<file path="config.mk">
export PLATFORM = sky130hd
export DESIGN_NAME = memory_arbiter
export DESIGN_NICKNAME = d
export VERILOG_FILES = /design/src/rtl/memory_arbiter_pkg.sv /design/src/rtl/memory_arbiter_rr_picker.sv /design/src/rtl/memory_arbiter.sv
export SDC_FILE = /design/constraint.sdc
export NUM_CORES = 1
export LEC_CHECK = 0
export CORE_MARGIN = 4
export CORE_UTILIZATION = 37
export DETAILED_ROUTE_END_ITERATION = 10
export PLACE_DENSITY = 0.77
export SLEW_MARGIN = 20
export SYNTH_ARGS = -nofsm -noshare
export SYNTH_HDL_FRONTEND = slang
export SYNTH_SLANG_ARGS = --single-unit
</file>
<file path="constraint.sdc">
create_clock -name clk -period 3.3 [get_ports clk]
set_input_delay 0.33 -clock clk [delete_from_list [all_inputs] [get_ports clk]]
set_output_delay 0.33 -clock clk [all_outputs]
set_load 0.005 [all_outputs]
</file>
<file path="src/rtl/memory_arbiter_pkg.sv">
// memory_arbiter_pkg: shared state encoding and sizing for the memory arbiter
package memory_arbiter_pkg;
  typedef enum logic [1:0] {
    IDLE  = 2'd0,
    ISSUE = 2'd1,
    WAIT  = 2'd2,
    ACK   = 2'd3
  } state_t;
  localparam int NUM_PORTS  = 4;
  localparam int ADDR_W_DEF = 7;
  localparam int DATA_W_DEF = 8;
  localparam int LAT_W      = 4;
endpackage

</file>
<file path="src/rtl/memory_arbiter_rr_picker.sv">
// rr_picker: round-robin pick of the first active request at or after rr_ptr
module rr_picker
  import memory_arbiter_pkg::*;
(
  input  logic [NUM_PORTS-1:0] req,
  input  logic [1:0]           rr_ptr,
  output logic                 grant_valid,
  output logic [1:0]           grant_idx
);
  logic [2*NUM_PORTS-1:0] dbl;
  logic [NUM_PORTS-1:0]   rot;
  logic [1:0]             off;
  always_comb begin
    dbl         = {req, req};
    rot         = dbl[rr_ptr +: NUM_PORTS];
    off         = rot[0] ? 2'd0 : rot[1] ? 2'd1 : rot[2] ? 2'd2 : 2'd3;
    grant_idx   = rr_ptr + off;
    grant_valid = |req;
  end
endmodule

</file>
<file path="src/rtl/memory_arbiter.sv">
// memory_arbiter: round-robin sharing of one memory command channel among four requesters
module memory_arbiter
  import memory_arbiter_pkg::*;
#(
  parameter int ADDR_W      = ADDR_W_DEF,
  parameter int DATA_W      = DATA_W_DEF,
  parameter int MEM_LATENCY = 1
) (
  input  logic                        clk,
  input  logic                        reset,
  input  logic [NUM_PORTS-1:0]        req,
  input  logic [NUM_PORTS-1:0]        we,
  input  logic [NUM_PORTS*ADDR_W-1:0] address,
  input  logic [NUM_PORTS*DATA_W-1:0] wdata,
  output logic [NUM_PORTS-1:0]        ack,
  output logic [DATA_W-1:0]           rdata,
  output logic                        busy,
  output logic [1:0]                  mem_sel,
  output logic                        mem_en,
  output logic                        mem_read,
  output logic                        mem_write,
  output logic [ADDR_W-1:0]           mem_address,
  output logic [DATA_W-1:0]           mem_wdata,
  input  logic [DATA_W-1:0]           mem_rdata
);
  state_t           state;
  logic [1:0]       rr_ptr;
  logic [LAT_W-1:0] lat_cnt;
  logic             rd_op;
  logic             grant_valid;
  logic [1:0]       grant_idx;

  rr_picker u_pick (
    .req         (req),
    .rr_ptr      (rr_ptr),
    .grant_valid (grant_valid),
    .grant_idx   (grant_idx)
  );

  assign busy = state != IDLE;

  // rd_op remembers the direction after the strobes drop, so the ACK path knows whether to capture
  always_ff @(posedge clk) begin
    if (reset) begin
      state       <= IDLE;
      rr_ptr      <= '0;
      lat_cnt     <= '0;
      rd_op       <= 1'b0;
      ack         <= '0;
      rdata       <= '0;
      mem_sel     <= '0;
      mem_en      <= 1'b0;
      mem_read    <= 1'b0;
      mem_write   <= 1'b0;
      mem_address <= '0;
      mem_wdata   <= '0;
    end else begin
      case (state)
        IDLE: if (grant_valid) begin
          mem_sel     <= grant_idx;
          mem_write   <= we[grant_idx];
          mem_read    <= ~we[grant_idx];
          rd_op       <= ~we[grant_idx];
          mem_address <= address[grant_idx*ADDR_W +: ADDR_W];
          mem_wdata   <= wdata[grant_idx*DATA_W +: DATA_W];
          mem_en      <= 1'b1;
          state       <= ISSUE;
        end
        ISSUE: begin
          mem_en    <= 1'b0;
          mem_read  <= 1'b0;
          mem_write <= 1'b0;
          lat_cnt   <= LAT_W'(MEM_LATENCY);
          state     <= WAIT;
        end
        WAIT: begin
          lat_cnt <= lat_cnt - 1'b1;
          if (lat_cnt == LAT_W'(1)) begin
            if (rd_op) rdata <= mem_rdata;
            ack   <= NUM_PORTS'(1) << mem_sel;
            state <= ACK;
          end
        end
        ACK: begin
          ack    <= '0;
          rr_ptr <= mem_sel + 2'd1;
          state  <= IDLE;
        end
      endcase
    end
  end
endmodule

</file>
After elaboration in Yosys (flattened, before gate mapping) --
Cells that the tools add are included.
Word-level totals: bits of input ports 78, register bits 41
Cells by class: $add $sub $neg 3, equal/unequal tests 6, shift operators 4, mux-type cells 17, $lt $le $gt $ge 1, multiply operators 1, bitwise logic cells 1, reduce and logical (&&, ||, !) cells 11
Operators by type and width (count):
- 32-bit by 6-bit indexed part select with 8-bit output | 1
- 28-bit by 6-bit indexed part select with 7-bit output | 1
- 4-bit case mux with 2 select lines | 2
- 2-bit 2-to-1 mux | 4
- 2-bit case mux with 4 select lines | 1
- 2-bit AND reduction | 4
- 2-bit nonzero test | 4
- 8-bit by 3-bit indexed part select with 3-bit output | 1
- 1-bit case mux with 2 select lines | 3
- 2-bit by 3-bit multiplier with 5-bit output, second input constant | 1
- 1-bit 2-to-1 mux | 5
- 2-bit equality test, second input constant | 2
- 4-bit by 1-bit equality test with 1-bit output, second input constant | 1
- 4-bit 2-to-1 mux | 1
- 2-bit inequality test, second input constant | 2
- 4-bit OR reduction | 1
- 1-bit by 2-bit left shift with 4-bit output, first input constant | 1
- 4-bit by 1-bit subtractor with 4-bit output, second input constant | 1
- 2-bit by 3-bit < comparator with 1-bit output, second input constant | 1
- 3-bit AND reduction | 1
- 2-bit by 1-bit adder with 2-bit output, second input constant | 1
- 2-bit adder | 1
- 1-bit binary-select mux with 2-bit select | 1
- 2-bit by 1-bit equality test with 1-bit output, second input constant | 1
- 2 further kinds | 2

Logic depth before layout (Yosys ltp) --
Gate-level depths: netlist of run 1.
word-level depth 10, gate-level depth with buffers 11

Modules after synthesis --
From an unflattened synthesis of run 1, not the netlist that was laid out.
Unflattened totals: cell total of the unflattened synthesis 247, area, all modules 2279.7 sq um
Modules (own cells, without submodules):
- memory_arbiter | cells an instance 224, area an instance 2107.0 sq um, instances 1, seq. area each 820.8 sq um
- rr_picker | cells an instance 23, area an instance 172.7 sq um, instances 1, seq. area each 0.0 sq um

Worst setup path after synthesis of run 1 --
Ideal clock, no wire load.
path type input to register, start input req[2], end register mem_address[0], stages on the path 11, setup time 139 ps, path slack 718 ps, arrival time 2443 ps, buffers on the path 3, path through clkbuf_1 nand2b_1 o22ai_1 a221o_1 ha_1 clkbuf_1 clkbuf_1 mux2i_1 nor2_1 nand3_1 o311ai_2
Between the ends: word-level cells in the longest chain between the ends 7, elaborated cells between the ends (all ways) 9
Ends and longest elaborated chain:
- start, declared | line memory_arbiter.sv:11 | input logic [NUM_PORTS-1:0] req,
- 8-bit by 3-bit indexed part select with 3-bit output (*) | line memory_arbiter_rr_picker.sv:15 | rot = dbl[rr_ptr +: NUM_PORTS];
- 1-bit 2-to-1 mux | line memory_arbiter_rr_picker.sv:16 | off = rot[0] ? 2'd0 : rot[1] ? 2'd1 : rot[2] ? 2'd2 : 2'd3;
- 2-bit 2-to-1 mux | line memory_arbiter_rr_picker.sv:16
- 2-bit 2-to-1 mux (*) | line memory_arbiter_rr_picker.sv:16
- 2-bit adder (*) | line memory_arbiter_rr_picker.sv:17 | grant_idx = rr_ptr + off;
- net grant_idx[0] | line memory_arbiter.sv:31 | logic [1:0] grant_idx;
- 2-bit by 3-bit multiplier with 5-bit output (*) | line memory_arbiter.sv:64 | mem_address <= address[grant_idx*ADDR_W +: ADDR_W];
- 28-bit by 6-bit indexed part select with 7-bit output (*) | line memory_arbiter.sv:64
- end signal, assigned | line memory_arbiter.sv:64
- end, declared | line memory_arbiter.sv:22 | output logic [ADDR_W-1:0] mem_address,
Mark *: on every way through the listed nets, which the timed path passes. The rest lies on a longest branch. A chain may end at the register's enable or synchronous reset.

Worst setup path after layout of run 1 --
start input req[2], end register mem_read
Between the ends: word-level cells in the longest chain between the ends 10, elaborated cells between the ends (all ways) 13
Ends and longest elaborated chain:
- 8-bit by 3-bit indexed part select with 3-bit output (*) | line memory_arbiter_rr_picker.sv:15
- 1-bit 2-to-1 mux | line memory_arbiter_rr_picker.sv:16
- 2-bit 2-to-1 mux | line memory_arbiter_rr_picker.sv:16
- 2-bit 2-to-1 mux (*) | line memory_arbiter_rr_picker.sv:16
- 2-bit adder (*) | line memory_arbiter_rr_picker.sv:17
- net grant_idx[0] | line memory_arbiter.sv:31
- 1-bit binary-select mux with 2-bit select (*) | line memory_arbiter.sv:62 | mem_read <= ~we[grant_idx];
- 1-bit 2-to-1 mux (implied by the code) (*) | line memory_arbiter.sv:62
- 1-bit inverter (*) | line memory_arbiter.sv:62
- 1-bit 2-to-1 mux (*) | line memory_arbiter.sv:59 | IDLE: if (grant_valid) begin
- 1-bit case mux with 2 select lines (*) | line memory_arbiter.sv:58 | case (state)
- end signal, assigned | line memory_arbiter.sv:62
- end, declared | line memory_arbiter.sv:20 | output logic mem_read,
Mark *: on every way through the listed nets, which the timed path passes. The rest lies on a longest branch. The select of a mux whose other input is x is not followed.

==> flow_summary.toml, run 1 <==
[placed_design]
detailed_place_hpwl_mm = 5.16
place.port_buffers = 110
gp_congestion = 0.843

[cells_and_area]
area_delta_synth_final_pct = 52.4
leading_cell_type_in_the_layout_fill_and_taps_excluded = "sky130_fd_sc_hd__clkdlybuf4s50_1"
finish.net_count = 472
antennaDiodeCount = 0
layout.cells.most_common_list = "sky130_fd_sc_hd__clkdlybuf4s50_1, sky130_fd_sc_hd__dfxtp_1, sky130_fd_sc_hd__nor2_1, sky130_fd_sc_hd__mux2i_1, sky130_fd_sc_hd__nand2_1"
drive_gt1_share_pct = 7.83

[sta]
setup_tns_ps = 0
report.final.setup_viol = 0
hold_viol = 0
max_freq_mhz = 381
fin_worst_skew_ps = 6.38
slew_headroom_pct = 61.0
fin_crit_sh_pct = 79.5
worst_pin_slew_ps = 577
min_clock_period_post_route_ps = 2620
grt_setup_unrepaired = "no"
report.final.slew_viol_count = 0

[synthesis]
synth.yosys.seq_area_share_pct = 33.7
synth_warn = 0
ys_dominant_reg_cell = "sky130_fd_sc_hd__dfxtp_1"
ys_types = 47
synth_area_um2 = 2430
async_reset_ff_share_pct = 0
ys_seq_elements = 41
syn_area_per_cell_um2 = 8.73
syn_inst = 279
synth_enable_flop_cells = 0
synthesis.nets = 368

[clocking]
cts_hold_buf = 0
post_cts.repair.setup_buffers = 0
root_buffer = "sky130_fd_sc_hd__clkbuf_8"
cts.clk_slew.worst_paths_ps = 70
clk_path_buf_depth = 2
tritoncts = "built"
worstSkewPairLatency_ps = 290
htree_num_levels = 2
cts_repair_resized_insts = 0
clock-sinks = 41
number_of_buffers_inserted_during_clock_tree_synthesis = 5

[routing]
detailedRoute.firstIterationViolations = 88
detailedRoute.firstPassIterationCount = 4
finalWirelength_mm = 6.63
drc = 0
drt-wirelength-per-cell_um = 14.4
post_drt_via_cell_ratio = 5.17
num_vias = 2377
final_antenna_net_count = 0

[global_route]
antenna_found_initial = 0
grt_pass1_vias = 2217
global_route.usage.total_pct = 16.3
grt_util_met2_pct = 27.5
grt_pass1_wl_mm = 10.3
grt_max_degree = 32
grt_most_used_layer = "met2"
grt-ovfl-total = 0
met1_usage_pct = 20.5
grt.met3_usage_pct = 3.50

[critical_path]
cp_num_buf_inv = 2
worst-endpoint-arrival_ps = 2860
cp_max_fo = 31
crit-reg2reg-launch = "rr_ptr[1]"
crit_chain = "clkdlybuf4s50_1 -> nand2b_1 -> o22ai_1 -> a221o_1 -> ha_2 -> buf_12 -> mux2_2 -> and4b_1 -> a211o_1"
setup.worst_path.start_class = "input port"
worst_path_dominant_cell_family = "buffers and inverters"
timing.critical_path.slowest_stage_cell = "sky130_fd_sc_hd__clkdlybuf4s50_1"
cp_slowest_stage_delay_ps = 630
timing_worst_setup_path_type = "input port to flip-flop"
setup.worst_path.start = "req[2]"
critical_path.endpoint_type = "flip-flop"
required_ps = 3530

[floorplanning]
initial_core_utilization_pct = 38.1
num_rows = 29
floorplan.die_area_um2 = 7940
ios = 111
die_height_um = 89.1
overall_die_width_um = 89.1
core_um2 = 6390

[worst_hold_path]
hold_path_startpoint = "mem_wdata[6]"
hold_path.class = "flip-flop to flip-flop"

[power]
total_power_mw = 2.22
peakVddDrop_uv = 318
power_density_relative_to_cell_area_nw_per_um2 = 598
leakagePower_nw = 1.46

[job]
max-cap-violations = 0

[outcome]
outcome = "finished, final reports clean"
-- metal layers --
metal  vias to the layer above  routed length [um]
li1                       1208                   -
met1                      1109                2770
met2                        51                3360
met3                         9                 365
met4                         0                 124
met5                         -                   0
-- synth_stat cells, types with 2 or more instances --
cell type	n	area share [%]
sky130_fd_sc_hd__nor2_1	40	6.2
sky130_fd_sc_hd__dfxtp_1	41	34
sky130_fd_sc_hd__and2_1	2	0.51
sky130_fd_sc_hd__nand2_1	27	4.2
sky130_fd_sc_hd__o311ai_2	8	5.3
sky130_fd_sc_hd__nand3b_1	2	0.62
sky130_fd_sc_hd__a22oi_1	3	0.92
sky130_fd_sc_hd__mux2i_1	40	16
sky130_fd_sc_hd__mux2_2	2	0.92
sky130_fd_sc_hd__o21ai_0	5	1.0
sky130_fd_sc_hd__a211oi_1	2	0.62
sky130_fd_sc_hd__nor4_1	2	0.51
sky130_fd_sc_hd__a21oi_1	11	2.3
sky130_fd_sc_hd__nor3_1	3	0.62
sky130_fd_sc_hd__clkbuf_1	15	2.3
sky130_fd_sc_hd__ha_1	11	5.7
sky130_fd_sc_hd__nand3_1	16	3.3
sky130_fd_sc_hd__o311ai_1	2	0.72
sky130_fd_sc_hd__buf_6	3	1.4
sky130_fd_sc_hd__o311ai_0	5	1.8
sky130_fd_sc_hd__inv_1	10	1.5
sky130_fd_sc_hd__nand2b_1	4	1.0
-- through the flow --
| stage | hold slack (ps) | util [%] | worst slack [ps] | cell area (um2) | instances |
|---|---|---|---|---|---|
| 5_1_grt | 499 | 58.1 | 580 | 3710 | 460 |
| 6_report | 466 | 58.1 | 676 | 3710 | 460 |
| 4_1_cts | 465 | 58.1 | 685 | 3710 | 460 |
| 3_3_place_gp | 442 | 56.5 | 457 | 3610 | 453 |
| 3_5_place_dp | 448 | 56.5 | 394 | 3610 | 453 |
| 2_1_floorplan | 457 | - | 718 | 2430 | 279 |
-- flip-flops by register name, indices dropped and copies added, names as in the netlist --
signal       flops
mem_write        1
mem_en           1
rr_ptr           2
rdata            8
lat_cnt          4
mem_wdata        8
state            2
rd_op            1
ack              4
mem_sel          2
mem_address      7
mem_read         1
-- logic make-up (layout without fill, tap and decap cells) --
group / after synthesis / count (layout) / synth area share, %
buf+inv: 30 / 134 / 5.60
compound gates: 50 / 50 / 18.1
flops: 41 / 41 / 33.7
mux: 42 / 42 / 17.4
fa+ha+maj: 11 / 11 / 5.65
simple gates: 105 / 105 / 19.6
-- final timing paths --
path	slack [ps]	to	cells after the start
hold reg to reg	470	mem_wdata[6]	2
setup / recovery	680	mem_read	9
setup reg to reg	790	mem_read	8
hold / removal	470	mem_wdata[6]	2
-- final cells by class --
cell class / instances / area [um2]
clock buffers: 5 / 68.8
clock inverters: 2 / 35.0
fillers: 580 / 2680
inverters: 10 / 37.5
multi-input cells: 208 / 1490
flip-flops and latches: 41 / 821
well taps: 77 / 96.3
repair buffers: 117 / 1170
-- report_power, final --
part / switching [mW] / total [mW] / internal (mW)
clock: 0.163 / 0.383 / 0.220
combinational: 0.524 / 1.12 / 0.594
sequential: 0.0917 / 0.720 / 0.628
-- worst min-delay path: cells and delay by family (launching register included) --
kind             cells  cell delay, ps
AO/OA/AOI/OAI        1              60
flip-flops           1             330
AND/OR/NAND/NOR      1              50
Note: power is estimated with default switching activity, not from simulation.
==> run 2, diff against run 1 <==
- PLACE_DENSITY: 0.77 -> 0.8
- clock period: 3.3 -> 2.38 ns (I/O delays scaled with it)
==> run 2 against run 1 <==
Clock skew increased by 0.61 ps; routed wire length grew 6.3%; design area is 3.5% higher; count of clock-buffer cells in the layout up 2; largest power group unchanged; utilization rose by 2.0 points; worst setup slack worse by 520 ps.
==> flow_summary.toml, run 2 (synthesis results as in run 1) <==
[outcome]
outcome = "finished, final reports clean"

[clocking]
root_buffer = "sky130_fd_sc_hd__clkbuf_8"
clock-sinks = 41
cts.clk_slew.worst_paths_ps = 70
number_of_buffers_inserted_during_clock_tree_synthesis = 5
tritoncts = "built"
clk_path_buf_depth = 2
htree_num_levels = 2
post_cts.repair.setup_buffers = 0
worstSkewPairLatency_ps = 290

[sta]
grt_setup_unrepaired = "no"
max_freq_mhz = 449
report.final.setup_viol = 0
worst_pin_slew_ps = 518
fin_crit_sh_pct = 93.5
hold_viol = 0
final.hold.worst_slack_ps = 471
report.final.slew_viol_count = 0
min_clock_period_post_route_ps = 2230
fin_worst_skew_ps = 6.98
slew_headroom_pct = 65.2
setup_tns_ps = 0

[worst_hold_path]
min_path_cells = 2
hold_path_startpoint = "mem_address[4]"
hold_path.class = "flip-flop to flip-flop"
whs_endpoint = "mem_address[4]"

[routing]
finalWirelength_mm = 7.04
final_antenna_net_count = 0
drc = 0
drt-wirelength-per-cell_um = 14.8
detailedRoute.firstPassIterationCount = 4
post_drt_via_cell_ratio = 5.21
detailedRoute.firstIterationViolations = 80
num_vias = 2481

[floorplanning]
initial_core_utilization_pct = 38.1
floorplan.die_area_um2 = 7940
core_um2 = 6390
ios = 111
overall_die_width_um = 89.1
die_height_um = 89.1
num_rows = 29

[critical_path]
worst-endpoint-arrival_ps = 2460
setup.worst_path.start_class = "input port"
cp_num_buf_inv = 3
crit-reg2reg-launch = "rr_ptr[0]"
worst_path_dominant_cell_family = "buffers and inverters"
timing_worst_setup_path_type = "input port to flip-flop"
cp_max_fo = 7
reg2reg_setup_slack_ps = 180
worst_path_most_repeated_cell = "sky130_fd_sc_hd__buf_4"
crit_chain = "clkdlybuf4s50_1 -> buf_4 -> a211oi_1 -> a221o_1 -> ha_2 -> buf_4 -> mux2_2 -> and4b_1 -> a211o_1"
reg2regPathDepth = 7
critical_path.endpoint_type = "flip-flop"
cp_slowest_stage_delay_ps = 490
timing.critical_path.slowest_stage_cell = "sky130_fd_sc_hd__clkdlybuf4s50_1"
worst_r2r_endpoint = "mem_read"
required_ps = 2620

[cells_and_area]
final_area_um2 = 3840
antennaDiodeCount = 0
final_core_utilization_pct = 60.1
largest_registers = "mem_wdata (8), rdata (8), mem_address (7)"
drive_gt1_share_pct = 11.3
layout.cells.most_common_list = "sky130_fd_sc_hd__clkdlybuf4s50_1, sky130_fd_sc_hd__dfxtp_1, sky130_fd_sc_hd__nor2_1, sky130_fd_sc_hd__mux2i_1, sky130_fd_sc_hd__nand2_1"
area_delta_synth_final_pct = 57.8
finish.net_count = 487
leading_cell_type_in_the_layout_fill_and_taps_excluded = "sky130_fd_sc_hd__clkdlybuf4s50_1"

[power]
peakVddDrop_uv = 412
p_int_mw = 2.11
power_frac_comb_pct = 51.2
p_clk_share_pct = 18.0
switchingPower_mw = 1.13
power.sequential.fraction_pct = 30.8
power_density_relative_to_cell_area_nw_per_um2 = 843
p_sw_share_pct = 34.8
leakagePower_nw = 1.54

[placed_design]
detailed_place_hpwl_mm = 5.63
gp_congestion = 0.817
placed_cell_area_um2 = 3720
place.port_buffers = 110

[global_route]
global_route.usage.total_pct = 17.5
grt_max_degree = 28
antenna_found_initial = 0
grt_pass1_vias = 2357
grt-ovfl-total = 0
grt_pass1_wl_mm = 10.9

[job]
max-cap-violations = 0
==> run 2: cell types whose count changed in the layout (fill, tap and decap cells not counted), sizes merged <==
cell | before | now
buf | 7 | 22
clkbuf | 5 | 7
clkinv | 1 | 0
==> run 2: metrics by stage <==
step	cells	total power [mW]	setup WS (ps)
after floorplan	279	1.92	13.1
after global placement	468	2.62	-131
after detailed placement	468	2.68	-214
after CTS	476	3.26	99.2
after global routing	476	3.48	31.4
final	476	3.24	154
==> run 2: what timing repair did <==
action,in CTS,in global routing
endpoints found under the setup margin,0,6
resized for setup,0,2
hold buffers,0,0
==> run 2: worst register-to-register path, cell delays in order (launching register included) <==
cell and delay (ps):
sky130_fd_sc_hd__dfxtp_1 450, sky130_fd_sc_hd__o22ai_1 130, sky130_fd_sc_hd__a221o_1 320, sky130_fd_sc_hd__ha_2 380, sky130_fd_sc_hd__buf_4 150, sky130_fd_sc_hd__mux2_2 360, sky130_fd_sc_hd__and4b_1 250, sky130_fd_sc_hd__a211o_1 90
==> run 2: how the worst max path moves through the flow <==
| stage | start | end | slack (ps) | cells after the start |
|---|---|---|---|---|
| after floorplan | rr_ptr[1] | mem_address[0] | 10 | 9 |
| after global placement | req[2] | mem_wdata[7] | -130 | 10 |
| after detailed placement | req[2] | mem_wdata[3] | -210 | 9 |
| after CTS | req[2] | mem_wdata[4] | 100 | 9 |
| after global routing | rr_ptr[1] | mem_wdata[3] | 30 | 8 |
| final | req[2] | mem_read | 150 | 9 |
==> run 2: area by class of cell <==
type	count	area (um2)
fillers	571	2540
multi-input cells	208	1490
repair buffers	132	1280
flip-flops and latches	41	821
well taps	77	96.3
clock buffers	7	86.3
inverters	10	37.5
clock inverters	1	30.0
==> run 2: power by group through the flow <==
stage	clock [mW]	sequential, mW	combinational, mW
global placement	0	1.00	1.62
CTS	0.599	1.00	1.67
floorplan	0	0.999	0.924
finish	0.583	0.999	1.66
global route	0.630	1.03	1.82
detailed placement	0	1.01	1.66
==> run 2: per-layer routing <==
metal,routed length [um],GRT usage (%),up-vias
met4,80,5.14,0
met1,2820,20.1,1176
met3,406,3.50,6
met5,0,0,-
li1,-,-,1236
met2,3740,32.6,63
==> run 3, diff against run 2 <==
- SKIP_LAST_GASP: not set -> 1
==> results of run 3 <==
Same layout as run 2: the final DEF is identical, and so are final timing and power.
